--- src/rtl/ex_issue_if.sv ---
// Decode / execute handshake bundle for the EX issue controller.
// The controller side uses the slave modport; the decode / functional-unit
// environment side uses the master modport.
interface ex_issue_if #(
  parameter int unsigned RD_W = 5
) ();

  // Decode handshake
  logic            valid_i;
  logic            ready_o;
  logic [2:0]      op_class_i;
  logic [RD_W-1:0] rd_i;
  logic            flush_i;

  // Multiplier handshake
  logic            mul_start_o;
  logic            mul_done_i;

  // Load handshake
  logic            ld_req_o;
  logic            ld_ack_i;

  // Result-select strobes and tag
  logic            ctrl_addsub_o;
  logic            ctrl_mul_o;
  logic            ctrl_shift_o;
  logic            ctrl_logic_o;
  logic            ctrl_ld_o;
  logic            ctrl_br_o;
  logic [RD_W-1:0] wb_rd_o;

  // Error pulses
  logic            err_illegal_o;
  logic            err_timeout_o;

  modport slave (
    input  valid_i, op_class_i, rd_i, flush_i, mul_done_i, ld_ack_i,
    output ready_o, mul_start_o, ld_req_o,
    output ctrl_addsub_o, ctrl_mul_o, ctrl_shift_o, ctrl_logic_o,
    output ctrl_ld_o, ctrl_br_o, wb_rd_o,
    output err_illegal_o, err_timeout_o
  );

  modport master (
    output valid_i, op_class_i, rd_i, flush_i, mul_done_i, ld_ack_i,
    input  ready_o, mul_start_o, ld_req_o,
    input  ctrl_addsub_o, ctrl_mul_o, ctrl_shift_o, ctrl_logic_o,
    input  ctrl_ld_o, ctrl_br_o, wb_rd_o,
    input  err_illegal_o, err_timeout_o
  );

endinterface

--- src/rtl/ex_issue_ctrl.sv ---
// EX issue controller.
// Accepts one decoded op per valid/ready handshake and produces one-hot
// result-select strobes for the EX result register. Single-cycle classes
// issue with latency 1; multiply and load park the controller in a wait
// state (ready low) until the unit completes, a load times out, or a flush.
// All outputs come straight from registers.
module ex_issue_ctrl #(
  parameter int unsigned LD_TIMEOUT = 64,  // legal range 2..255
  parameter int unsigned RD_W       = 5    // must match the interface RD_W
) (
  input  logic      clk,
  input  logic      rst,                   // synchronous, active-low
  ex_issue_if.slave bus
);

  // Op class encoding; the class number doubles as the strobe bit index.
  localparam logic [2:0] CLS_ADDSUB = 3'd0;
  localparam logic [2:0] CLS_MUL    = 3'd1;
  localparam logic [2:0] CLS_SHIFT  = 3'd2;
  localparam logic [2:0] CLS_LOGIC  = 3'd3;
  localparam logic [2:0] CLS_LD     = 3'd4;
  localparam logic [2:0] CLS_BR     = 3'd5;

  localparam int unsigned NUM_SEL = 6;

  // Last counter value of a load before it is declared timed out.
  localparam logic [7:0] CNT_LAST = 8'(LD_TIMEOUT - 1);

  typedef enum logic [1:0] {
    IDLE     = 2'd0,
    MUL_WAIT = 2'd1,
    LD_WAIT  = 2'd2
  } state_t;

  state_t               state_reg;
  logic [7:0]           cnt_reg;
  logic [RD_W-1:0]      tag_reg;
  logic [RD_W-1:0]      wb_rd_reg;
  logic [NUM_SEL-1:0]   sel_reg;
  logic                 mul_start_reg;
  logic                 ld_req_reg;
  logic                 err_illegal_reg;
  logic                 err_timeout_reg;

  // One-hot decode of the presented class; bit index equals class number.
  logic [NUM_SEL-1:0]   class_onehot;

  generate
    for (genvar gi = 0; gi < NUM_SEL; gi++) begin : g_class_dec
      assign class_onehot[gi] = (bus.op_class_i == 3'(gi));
    end
  endgenerate

  logic accept;
  assign accept = bus.valid_i && (state_reg == IDLE);

  // Main sequencer: state, load timeout counter, latched tag and all outputs.
  always_ff @(posedge clk) begin
    if (!rst) begin
      state_reg       <= IDLE;
      cnt_reg         <= '0;
      tag_reg         <= '0;
      wb_rd_reg       <= '0;
      sel_reg         <= '0;
      mul_start_reg   <= 1'b0;
      ld_req_reg      <= 1'b0;
      err_illegal_reg <= 1'b0;
      err_timeout_reg <= 1'b0;
    end else begin
      // Strobes and pulses last one cycle unless re-asserted below.
      sel_reg         <= '0;
      mul_start_reg   <= 1'b0;
      err_illegal_reg <= 1'b0;
      err_timeout_reg <= 1'b0;

      case (state_reg)
        IDLE: begin
          // A flush in the acceptance cycle discards the op entirely.
          // Stray mul_done_i / ld_ack_i are not looked at here.
          if (accept && !bus.flush_i) begin
            case (bus.op_class_i)
              CLS_ADDSUB, CLS_SHIFT, CLS_LOGIC, CLS_BR: begin
                sel_reg   <= class_onehot;
                wb_rd_reg <= bus.rd_i;
              end
              CLS_MUL: begin
                mul_start_reg <= 1'b1;
                tag_reg       <= bus.rd_i;
                state_reg     <= MUL_WAIT;
              end
              CLS_LD: begin
                ld_req_reg <= 1'b1;
                cnt_reg    <= '0;
                tag_reg    <= bus.rd_i;
                state_reg  <= LD_WAIT;
              end
              default: begin
                err_illegal_reg <= 1'b1;
              end
            endcase
          end
        end

        MUL_WAIT: begin
          // A done pulse in the same cycle as our start pulse cannot belong
          // to this op (the multiplier has at least one cycle of latency).
          if (bus.flush_i) begin
            state_reg <= IDLE;
          end else if (bus.mul_done_i && !mul_start_reg) begin
            sel_reg[CLS_MUL] <= 1'b1;
            wb_rd_reg        <= tag_reg;
            state_reg        <= IDLE;
          end
        end

        LD_WAIT: begin
          // Priority: flush, then ack, then timeout.
          if (bus.flush_i) begin
            ld_req_reg <= 1'b0;
            state_reg  <= IDLE;
          end else if (bus.ld_ack_i) begin
            sel_reg[CLS_LD] <= 1'b1;
            wb_rd_reg       <= tag_reg;
            ld_req_reg      <= 1'b0;
            state_reg       <= IDLE;
          end else if (cnt_reg == CNT_LAST) begin
            err_timeout_reg <= 1'b1;
            ld_req_reg      <= 1'b0;
            state_reg       <= IDLE;
          end else begin
            cnt_reg <= cnt_reg + 8'd1;
          end
        end

        default: begin
          ld_req_reg <= 1'b0;
          state_reg  <= IDLE;
        end
      endcase
    end
  end

  // Output mapping from registered state.
  assign bus.ready_o       = (state_reg == IDLE);
  assign bus.mul_start_o   = mul_start_reg;
  assign bus.ld_req_o      = ld_req_reg;
  assign bus.ctrl_addsub_o = sel_reg[CLS_ADDSUB];
  assign bus.ctrl_mul_o    = sel_reg[CLS_MUL];
  assign bus.ctrl_shift_o  = sel_reg[CLS_SHIFT];
  assign bus.ctrl_logic_o  = sel_reg[CLS_LOGIC];
  assign bus.ctrl_ld_o     = sel_reg[CLS_LD];
  assign bus.ctrl_br_o     = sel_reg[CLS_BR];
  assign bus.wb_rd_o       = wb_rd_reg;
  assign bus.err_illegal_o = err_illegal_reg;
  assign bus.err_timeout_o = err_timeout_reg;

endmodule

--- src/flat_wrapper.sv ---
// flat-port wrapper written by rule: the top's interface ports become plain ports
module ex_issue_ctrl_flat 
#(
  parameter int unsigned LD_TIMEOUT = 64,                       
  parameter int unsigned RD_W       = 5                                    
)
  (clk, rst, bus_valid_i, bus_op_class_i, bus_rd_i, bus_flush_i, bus_mul_done_i, bus_ld_ack_i, bus_ready_o, bus_mul_start_o, bus_ld_req_o, bus_ctrl_addsub_o, bus_ctrl_mul_o, bus_ctrl_shift_o, bus_ctrl_logic_o, bus_ctrl_ld_o, bus_ctrl_br_o, bus_wb_rd_o, bus_err_illegal_o, bus_err_timeout_o);
  ex_issue_if #(.RD_W(RD_W)) bus_i ();
  input  logic clk;
  input  logic rst;
  input wire logic [$bits(bus_i.valid_i)-1:0] bus_valid_i;
  input wire logic [$bits(bus_i.op_class_i)-1:0] bus_op_class_i;
  input wire logic [$bits(bus_i.rd_i)-1:0] bus_rd_i;
  input wire logic [$bits(bus_i.flush_i)-1:0] bus_flush_i;
  input wire logic [$bits(bus_i.mul_done_i)-1:0] bus_mul_done_i;
  input wire logic [$bits(bus_i.ld_ack_i)-1:0] bus_ld_ack_i;
  output wire logic [$bits(bus_i.ready_o)-1:0] bus_ready_o;
  output wire logic [$bits(bus_i.mul_start_o)-1:0] bus_mul_start_o;
  output wire logic [$bits(bus_i.ld_req_o)-1:0] bus_ld_req_o;
  output wire logic [$bits(bus_i.ctrl_addsub_o)-1:0] bus_ctrl_addsub_o;
  output wire logic [$bits(bus_i.ctrl_mul_o)-1:0] bus_ctrl_mul_o;
  output wire logic [$bits(bus_i.ctrl_shift_o)-1:0] bus_ctrl_shift_o;
  output wire logic [$bits(bus_i.ctrl_logic_o)-1:0] bus_ctrl_logic_o;
  output wire logic [$bits(bus_i.ctrl_ld_o)-1:0] bus_ctrl_ld_o;
  output wire logic [$bits(bus_i.ctrl_br_o)-1:0] bus_ctrl_br_o;
  output wire logic [$bits(bus_i.wb_rd_o)-1:0] bus_wb_rd_o;
  output wire logic [$bits(bus_i.err_illegal_o)-1:0] bus_err_illegal_o;
  output wire logic [$bits(bus_i.err_timeout_o)-1:0] bus_err_timeout_o;
  assign bus_i.valid_i = bus_valid_i;
  assign bus_i.op_class_i = bus_op_class_i;
  assign bus_i.rd_i = bus_rd_i;
  assign bus_i.flush_i = bus_flush_i;
  assign bus_i.mul_done_i = bus_mul_done_i;
  assign bus_i.ld_ack_i = bus_ld_ack_i;
  assign bus_ready_o = bus_i.ready_o;
  assign bus_mul_start_o = bus_i.mul_start_o;
  assign bus_ld_req_o = bus_i.ld_req_o;
  assign bus_ctrl_addsub_o = bus_i.ctrl_addsub_o;
  assign bus_ctrl_mul_o = bus_i.ctrl_mul_o;
  assign bus_ctrl_shift_o = bus_i.ctrl_shift_o;
  assign bus_ctrl_logic_o = bus_i.ctrl_logic_o;
  assign bus_ctrl_ld_o = bus_i.ctrl_ld_o;
  assign bus_ctrl_br_o = bus_i.ctrl_br_o;
  assign bus_wb_rd_o = bus_i.wb_rd_o;
  assign bus_err_illegal_o = bus_i.err_illegal_o;
  assign bus_err_timeout_o = bus_i.err_timeout_o;
  ex_issue_ctrl #(.LD_TIMEOUT(LD_TIMEOUT), .RD_W(RD_W)) u_core (.clk(clk), .rst(rst), .bus(bus_i));
endmodule
--- config.mk ---
export PLATFORM = sky130hd
export DESIGN_NAME = ex_issue_ctrl_flat
export DESIGN_NICKNAME = d
export VERILOG_FILES = /design/src/rtl/ex_issue_if.sv /design/src/rtl/ex_issue_ctrl.sv /design/src/flat_wrapper.sv
export SDC_FILE = /design/constraint.sdc
export NUM_CORES = 1
export LEC_CHECK = 0
export ABC_CLOCK_PERIOD_IN_PS = 2650
export CAP_MARGIN = 20
export CORE_MARGIN = 2
export CORE_UTILIZATION = 49
export CTS_CLUSTER_SIZE = 30
export DETAILED_ROUTE_END_ITERATION = 7
export GPL_TIMING_DRIVEN = 0
export PLACE_DENSITY = 0.81
export SLEW_MARGIN = 5
export SYNTH_ARGS = -nofsm -noshare
export SYNTH_HDL_FRONTEND = slang
export SYNTH_SLANG_ARGS = --single-unit
--- constraint.sdc ---
create_clock -name clk -period 2.65 [get_ports clk]
set_clock_uncertainty 0.1 [all_clocks]
set_input_delay 0.53 -clock clk [delete_from_list [all_inputs] [get_ports clk]]
set_output_delay 0.53 -clock clk [all_outputs]
set_load 0.01 [all_outputs]
==> qor.tcl <==
set qor(post-layout-total-power_mw) 1.12
set qor(place.detailed.instances) 220
set qor(worst-path-max-fanout) 8
set qor(dominant_register_cell_in_the_synthesized_netlist) {sky130_fd_sc_hd__dfxtp_1}
set qor(postLayoutCoreUtil) 0.649
set qor(leakagePower_nw) 0.634
set qor(synth_top_area_frac) 0.414
set qor(postCtsResizedCells) 0
set qor(drive_above_1_share) 0.0612
set qor(synth.distinct_cells) 42
set qor(row_cnt) 19
set qor(asyncSetResetFlopFracSynth) 0
set qor(drv_cap) 0
set qor(outcome) {completed}
set qor(vdd.ir_drop.worst_mv) 0.497
set qor(largest_register_ffs) 8
set qor(avgSynthCellArea_um2) 8.95
set qor(period_share) 0.948
set qor(number_of_h_tree_levels) 2
set qor(seq_area_frac_synth) 0.414
set qor(dieArea_um2) 3410
set qor(post-route-worst-setup-slack_ns) 0.138
set qor(worst-setup-path-type) {input pin to flip-flop}
set qor(timing_worst_slew_pin_value_ns) 0.540
set qor(cts_hold_repair.buffers) 0
set qor(cts_tree) {built}
set qor(drc) 0
set qor(rsz0062_at_grt) {no}
set qor(firstDrtPassIters) 4
set qor(arrival_ns) 2.66
set qor(nets) 214
set qor(drtIter0Drc) 27
set qor(crit_path_end_kind) {flip-flop}
set qor(slew_headroom) 0.640
set qor(place_congestion) 0.775
set qor(worst_skew_pair.late_latency_ns) 0.32
set qor(synthDominantAreaCellType) {sky130_fd_sc_hd__dfxtp_1}
set qor(root_buffer) {sky130_fd_sc_hd__clkbuf_4}
set qor(core_area_um2) 2780
set qor(finalSetupViolations) 0
set qor(synth_nets) 180
set qor(number_of_antenna_violations_at_the_first_check_in_global_routing) 0
set qor(post_synth_instance_area_um2) 1450
set qor(required_time_worst_endpoint_ns) 2.80
set qor(grt_util_all_layers) 0.191
set qor(postCtsSetupBuffers) 0
set qor(antenna_viol_nets_final) 0
set qor(post_drt_via_cell_ratio) 5.67
set qor(synth_edf_count) 0
set qor(clkSinkCount) 30
set qor(clk_path_buf_depth) 2
set qor(yosys.cell_count.top_type) {sky130_fd_sc_hd__dfxtp_1}
set qor(hold_class) {input pin to flip-flop}
set qor(placement.io_buffers) 27
set qor(dieWidth_um) 58.4
set qor(dp_slack_ns) -0.172
set qor(finalCriticalPeriod_ns) 2.51
set qor(die-height_um) 58.4
set qor(cts_buffer_count) 5
set qor(detail_route.wirelength_mm) 3.08
set qor(largest_net_degree_at_the_start_of_global_routing) 11
set qor(antenna_diode_count) 0
set qor(first_global_vias) 1184
set qor(i_o_pin_count) 30
set qor(start_util) 0.521
set qor(syn_inst) 162
set qor(remaining_global_route_overflow) 0
set qor(critical_path.startpoint_type) {input pin}
set qor(hold_violations) 0
set qor(yosysWarningCount) 0
set qor(yosys-top-cells-area) {sky130_fd_sc_hd__dfxtp_1 41%, sky130_fd_sc_hd__mux2i_1 8.3%, sky130_fd_sc_hd__a21oi_1 5.5%}
set qor(power.density_cell_area_nw_per_um2) 622
set qor(route.vias.total) 1287
set qor(global_route_wire_length_before_repair_mm) 5.00
set qor(route.detailed.wl_per_inst_um) 13.6
set qor(netlist_top_cells_count) {30 x sky130_fd_sc_hd__dfxtp_1, 16 x sky130_fd_sc_hd__a21oi_1, 13 x sky130_fd_sc_hd__nor2_1}
set qor(layoutNonFillerInstCount) 227
set qor(synth-seq-cells) 30
set qor(syn_to_final_growth_pct) 24.4
set qor(clkTransAtPathRegs_ns) 0.08
set qor(final_max_slew_viol_count) 0
set qor(fmax_mhz) 398
set qor(detailedPlacementHpwl_mm) 2.30
-- cell type report --
class	instances	area, um^2
fillers	244	977
multi-input cells	115	779
flip-flops and latches	30	601
repair buffers	27	270
clock buffers	7	45.0
plain buffers	10	43.8
well taps	31	38.8
inverters	7	26.3
-- placed cells by master, fill, tap and decap left out, types with 2 or more instances in the layout --
cell	Yosys	layout
sky130_fd_sc_hd__dfxtp_1	30	30
sky130_fd_sc_hd__clkdlybuf4s50_1	0	27
sky130_fd_sc_hd__a21oi_1	16	16
sky130_fd_sc_hd__nor2_1	13	13
sky130_fd_sc_hd__mux2i_1	12	12
sky130_fd_sc_hd__nand2_1	11	11
sky130_fd_sc_hd__clkbuf_1	6	8
sky130_fd_sc_hd__inv_1	6	6
sky130_fd_sc_hd__nor3_1	6	6
sky130_fd_sc_hd__nand3_1	5	5
sky130_fd_sc_hd__a311oi_1	5	5
sky130_fd_sc_hd__clkbuf_4	0	5
sky130_fd_sc_hd__o21ai_0	4	4
sky130_fd_sc_hd__ha_1	4	4
sky130_fd_sc_hd__and3_1	3	3
sky130_fd_sc_hd__nor2b_1	3	3
sky130_fd_sc_hd__o22ai_1	3	3
sky130_fd_sc_hd__nand2b_1	3	3
sky130_fd_sc_hd__buf_2	2	2
sky130_fd_sc_hd__and2_1	2	2
sky130_fd_sc_hd__nor3b_1	2	2
sky130_fd_sc_hd__nand4_1	2	2
sky130_fd_sc_hd__o21ai_1	2	2
sky130_fd_sc_hd__a211oi_1	2	2
-- critical path: stages --
cell,delay (ns)
sky130_fd_sc_hd__clkdlybuf4s50_1,0.52
sky130_fd_sc_hd__nand4bb_4,0.30
sky130_fd_sc_hd__a2111oi_4,0.60
sky130_fd_sc_hd__nand3_2,0.17
sky130_fd_sc_hd__or3b_1,0.40
sky130_fd_sc_hd__a21oi_1,0.14
-- through the flow --
stage | hold WS (ns) | TNS (ns) | area (um^2)
floorplan | 0.355 | 0 | 1450
global placement | 0.369 | -0.143 | 1760
detailed placement | 0.381 | -0.210 | 1760
CTS | 0.353 | 0 | 1800
global route | 0.364 | 0 | 1800
finish | 0.359 | 0 | 1800
-- per-layer routing --
layer  wire length (um)  vias up  track usage
met5                  0        -            0
met4                 42        0       0.0698
met3                181        7       0.0396
met2               1530       39        0.348
met1               1320      590        0.219
li1                   -      651            -
-- power by group --
group | internal, mW | total [mW] | switching [mW]
sequential | 0.486 | 0.505 | 0.0190
combinational | 0.179 | 0.375 | 0.196
clock | 0.0999 | 0.242 | 0.142
total | 0.764 | 1.12 | 0.358
-- worst paths after layout --
check | slack (ns) | cells after the start | to | start
hold / removal | 0.36 | 2 | u_core.sel_reg[2] | bus_op_class_i[2]
hold reg to reg | 0.39 | 2 | u_core.cnt_reg[6] | u_core.cnt_reg[6]
setup / recovery | 0.14 | 6 | u_core.cnt_reg[3] | bus_op_class_i[0]
setup reg to reg | 0.25 | 8 | u_core.cnt_reg[3] | u_core.state_reg[1]
-- cells by family (layout without fill, tap and decap cells) --
kind of cell	Yosys count	in the layout	share of synthesized area
AOI/OAI and AO/OA	38	38	0.177
xor gates and xnor gates	1	1	0.00604
adders and majority gates	4	4	0.0345
buffers and inverters	17	51	0.0483
DFF	30	30	0.414
muxes	13	13	0.0906
and+or+nand+nor	59	59	0.230
No activity file was read; power rests on OpenSTA's default activity.
